[config.mk]
export PLATFORM = sky130hd
export DESIGN_NAME = encoder8_3_serial
export DESIGN_NICKNAME = d
export VERILOG_FILES = /design/src/rtl/encoder8_3_serial.sv
export SDC_FILE = /design/constraint.sdc
export NUM_CORES = 1
export LEC_CHECK = 0
export CAP_MARGIN = 20
export CORE_UTILIZATION = 25
export CTS_BUF_LIST = sky130_fd_sc_hd__clkbuf_8
export DETAILED_ROUTE_END_ITERATION = 6
export PLACE_DENSITY = 0.42
export SLEW_MARGIN = 25
export SYNTH_ARGS = -nofsm -noshare
export SYNTH_HDL_FRONTEND = slang
export SYNTH_SLANG_ARGS = --single-unit
[constraint.sdc]
create_clock -name sys_clk -period 5.9 [get_ports sys_clk]
set_clock_uncertainty 0.15 [all_clocks]
set_input_delay 1.77 -clock sys_clk [delete_from_list [all_inputs] [get_ports sys_clk]]
set_output_delay 1.77 -clock sys_clk [all_outputs]
set_load 0.02 [all_outputs]
[src/rtl/encoder8_3_serial.sv]
// encoder8_3_serial
//   Clocked 8-to-3 encoder. Captures an 8-bit request vector and emits the
//   3-bit index of every set bit, one index per output beat, in priority
//   order. An all-zero vector produces a single beat flagged with none_hot.
//
//   Handshakes: a transfer happens on a rising edge where valid and ready are
//   both high. Once the producer raises a valid, the payload it qualifies is
//   held stable until that transfer. in_ready depends on state only.
//
// Parameters
//   PRIO_MSB   1: highest set bit first (7..0); 0: lowest set bit first (0..7)
//
// Ports
//   sys_clk    in   system clock, rising edge
//   sys_rst_n  in   asynchronous reset, active low
//   in         in   [7:0] request vector, captured on in_valid & in_ready
//   in_valid   in   request vector present
//   in_ready   out  idle and able to accept a vector (combinational)
//   out        out  [2:0] index of the current set bit
//   out_valid  out  out, out_last and none_hot are valid
//   out_ready  in   consumer accepts the current beat
//   out_last   out  current beat is the final one for the captured vector
//   none_hot   out  captured vector was zero (qualified by out_valid)
//   hot_cnt    out  [3:0] set-bit count of the captured vector, held until
//                   the next capture
//   dbg_state  out  current FSM state (0 = IDLE, 1 = EMIT)
module encoder8_3_serial #(
    parameter bit PRIO_MSB = 1'b1
) (
    input  logic       sys_clk,
    input  logic       sys_rst_n,
    input  logic [7:0] in,
    input  logic       in_valid,
    output logic       in_ready,
    output logic [2:0] out,
    output logic       out_valid,
    input  logic       out_ready,
    output logic       out_last,
    output logic       none_hot,
    output logic [3:0] hot_cnt,
    output logic       dbg_state
);

    typedef enum logic {
        IDLE = 1'b0,
        EMIT = 1'b1
    } state_t;

    state_t     state;
    logic [7:0] pend;
    logic [7:0] rest;

    // Index of the priority bit; a zero vector yields index 0. The scan runs
    // from the low-priority end so the last match is the winner.
    function automatic logic [2:0] prio_idx(input logic [7:0] v);
        logic [2:0] idx;
        idx = 3'd0;
        for (int i = 0; i < 8; i++) begin
            if (PRIO_MSB) begin
                if (v[i]) idx = 3'(i);
            end else begin
                if (v[7-i]) idx = 3'(7 - i);
            end
        end
        return idx;
    endfunction

    function automatic logic [3:0] popcount(input logic [7:0] v);
        logic [3:0] cnt;
        cnt = 4'd0;
        for (int i = 0; i < 8; i++) begin
            cnt = cnt + 4'(v[i]);
        end
        return cnt;
    endfunction

    // Pending bits left once the beat currently on out is accepted.
    always_comb begin
        rest = pend & ~(8'b1 << out);
    end

    assign in_ready  = (state == IDLE);
    assign dbg_state = state;

    always_ff @(posedge sys_clk or negedge sys_rst_n) begin
        if (!sys_rst_n) begin
            state     <= IDLE;
            pend      <= 8'h00;
            out       <= 3'd0;
            out_valid <= 1'b0;
            out_last  <= 1'b0;
            none_hot  <= 1'b0;
            hot_cnt   <= 4'd0;
        end else begin
            case (state)
                IDLE: begin
                    if (in_valid) begin
                        // First beat is loaded on the capture edge itself.
                        pend      <= in;
                        hot_cnt   <= popcount(in);
                        out       <= prio_idx(in);
                        out_last  <= (popcount(in) <= 4'd1);
                        none_hot  <= (in == 8'h00);
                        out_valid <= 1'b1;
                        state     <= EMIT;
                    end
                end
                EMIT: begin
                    if (out_ready) begin
                        if (rest != 8'h00) begin
                            pend     <= rest;
                            out      <= prio_idx(rest);
                            out_last <= (popcount(rest) == 4'd1);
                        end else begin
                            pend      <= 8'h00;
                            out_valid <= 1'b0;
                            out_last  <= 1'b0;
                            none_hot  <= 1'b0;
                            state     <= IDLE;
                        end
                    end
                end
                default: state <= IDLE;
            endcase
        end
    end

endmodule
==> results.toml <==
[status]
status = "complete, no violations"

[sta]
maxSlewHeadroom_pct = 54.0
rsz0062_at_grt = "no"
drv_slew = 0
fin_crit_sh_pct = 85.5
max_freq_ghz = 0.198
final-setup-viol-count = 0
period_minus_slack_ps = 5050
worst_pin_slew_ps = 688
worst_slack_ps = 854
hold_violations = 0
tns_ps = 0

[clock_tree]
clkSlewWorstSetupHoldPaths_ps = 80
root_buffer = "clkbuf_8"
clk_latency_ps = 260
cts_setup_buffers = 0
cts_resized = 0
ctsHoldBuffers = 0
cts_tree = "done"
cts_max_level = 1
cts.sinks = 19
cts_buffer_depth = 2
numCtsBuffers = 3

[critical_path]
r2r-start = "out[0]$_DFFE_PN0P_"
crit_type = "input pin to register"
rr_endpoint = "out_last$_DFFE_PN0P_"
startpoint = "in[0]"
required_ps = 5900
critPathMaxFanout = 3
arrival_ps = 5050
critPathLaunchType = "input pin"
crit_path_end_kind = "register"
r2r_cells = 14
r2r_setup_slack_ps = 1670
crit_path_end = "out_last$_DFFE_PN0P_"

[logic_synthesis]
synth_top_family_by_area = "compound AO/OA/AOI/OAI gates"
dominantRegCellSynth = "dfrtp_1"
async_flop_share_pct = 100
yosysTopAreaCellShare_pct = 30.9
synth_common_cells = "inv_1 (27), dfrtp_1 (19), nand2_1 (17), a21oi_1 (13), o21ai_0 (11)"
synth_edf_count = 0
synth_cell_types = 42
synth_seq_cells = 19
netlist_instances = 173
synth_top_area_cell = "dfrtp_1"
yosysMostFrequentCell = "inv_1"
syn_area_sq_um = 1540
synthSimpleGateAreaFrac_pct = 15.0
yosysWarnings = 0
seq_area_frac_synth_pct = 30.9
synth_area_per_cell_sq_um = 8.90
syn-num-nets = 201
synthXorXnorAreaFrac_pct = 0
synth_mux_area_share_pct = 6.34
netlist_top_cells_area = "dfrtp_1 (31%), fa_1 (10%), inv_1 (6.6%), ha_1 (6.5%), mux2_2 (4.4%)"
synth_compound_area_share_pct = 21.9
synthAdderAreaFrac_pct = 16.9

[layout]
design_area_sq_um = 1870
fillers = 635
drive_gt1_share_pct = 9.28
register_area_sq_um = 475
antenna_cells = 0
multi_input_comb_area_sq_um = 926
syn2layout_area_growth_pct = 21.6
final_net_count = 223

[hold_path]
hold_path_class = "register to register"

[detailed_routing]
postRouteAntennaNets = 0
routed_via_density = 4.92
drt-initial-drc-count = 124
wl_per_cell_um = 15.3
drc_errors = 0
dr.pass1.iters = 4
vias = 1324
routed_wirelength_mm = 4.11

[floorplanning]
die_h_um = 80.5
die_w_um = 80.5
row_count = 28
core_area_sq_um = 5920
dieArea_sq_um = 6470
initial_core_util_pct = 26.0
io_pins = 24

[global_route]
grt_util_all_layers_pct = 14.8
grt_pass1_vias = 1393
overflow = 0
antenna_found_initial = 0
grt_pass1_wl_mm = 7.19
grt_max_degree = 20

[place]
pre_cts_ws_ps = 601
placed_area_sq_um = 1830
finalWeightedCongestion = 0.853
dp_hpwl_mm = 3.19
port_buffers = 23

[job]
drv_cap = 0

[pwr]
p_per_area_nw_per_um2 = 530
irDropWorstVdd_mv = 0.153
leakage_nw = 0.850
-- kinds of logic (layout without fill, tap and decap cells) --
logic type,count (synthesis),after routing
AOI/OAI and AO/OA,48,48
and+or+nand+nor,47,47
adders and majority gates,16,16
DFF,19,19
buffers and inverters,34,55
muxes,9,9
-- per-layer routing --
metal,vias to the layer above,part of all wire [%],track usage [%]
met4,0,0.93,4.29
met5,-,0,0
met3,4,6.1,3.41
li1,643,-,-
met2,40,45,22.7
met1,637,48,20.6
-- critical path: stages --
cell and delay, ps:
clkdlybuf4s50_1 480, fa_1 550, inv_1 50, fa_1 500, fa_1 420, inv_1 70
ha_1 170, inv_1 60, fa_1 370, nor2b_1 150, a21oi_1 140, nor2_1 70
a221o_1 260
-- how the worst min path moves through the flow --
stage / endpoint / start / cells after the start / slack (ps)
floorplan: pend[0]$_DFFE_PN0P_ / pend[0]$_DFFE_PN0P_ / 2 / 340
global placement: hot_cnt[0]$_DFFE_PN0P_ / hot_cnt[0]$_DFFE_PN0P_ / 2 / 330
detailed placement: hot_cnt[0]$_DFFE_PN0P_ / hot_cnt[0]$_DFFE_PN0P_ / 2 / 320
CTS: hot_cnt[0]$_DFFE_PN0P_ / hot_cnt[0]$_DFFE_PN0P_ / 2 / 350
global route: hot_cnt[0]$_DFFE_PN0P_ / hot_cnt[0]$_DFFE_PN0P_ / 2 / 360
finish: hot_cnt[2]$_DFFE_PN0P_ / hot_cnt[2]$_DFFE_PN0P_ / 2 / 350
-- area by class of cell --
class | count | area share, %
multi-input combinational | 120 | 49.5
clock buffer | 3 | 2.21
clock inverter | 1 | 0.267
sequential | 19 | 25.4
tap | 75 | 5.01
timing repair buffer | 23 | 12.0
inverter | 28 | 5.61
-- flip-flops by register name (all words and copies together) (netlist names) --
register	cells
dbg_state	1
out_last	1
pend	8
none_hot	1
hot_cnt	4
out_valid	1
out	3
-- per-stage QoR --
| step | power (mW) | cells | util (%) | hold slack (ps) |
|---|---|---|---|---|
| after floorplan | 0.718 | 173 | - | 345 |
| after global placement | 0.893 | 265 | 30.9 | 329 |
| after detailed placement | 0.905 | 265 | 30.9 | 320 |
| after CTS | 1.01 | 269 | 31.7 | 353 |
| after global routing | 1.12 | 269 | 31.6 | 362 |
| final | 0.991 | 269 | 31.6 | 347 |
-- cell usage in the layout, fill, tap and decap left out, drive strengths merged, types with 5 or more instances in the layout --
cell and instances:
a21oi 13, clkdlybuf4s50 22, nor2b 5, inv 28, fa 8, ha 8, o21ai 12, nand2 17
nor2 11, mux2 6, dfrtp 19
-- report_power, final --
| group | switching (mW) | total, mW | internal, mW |
|---|---|---|---|
| registers | 0.0736 | 0.256 | 0.182 |
| clock network | 0.0511 | 0.0983 | 0.0472 |
| logic | 0.337 | 0.637 | 0.300 |
Note: power is estimated with default switching activity, not from simulation.
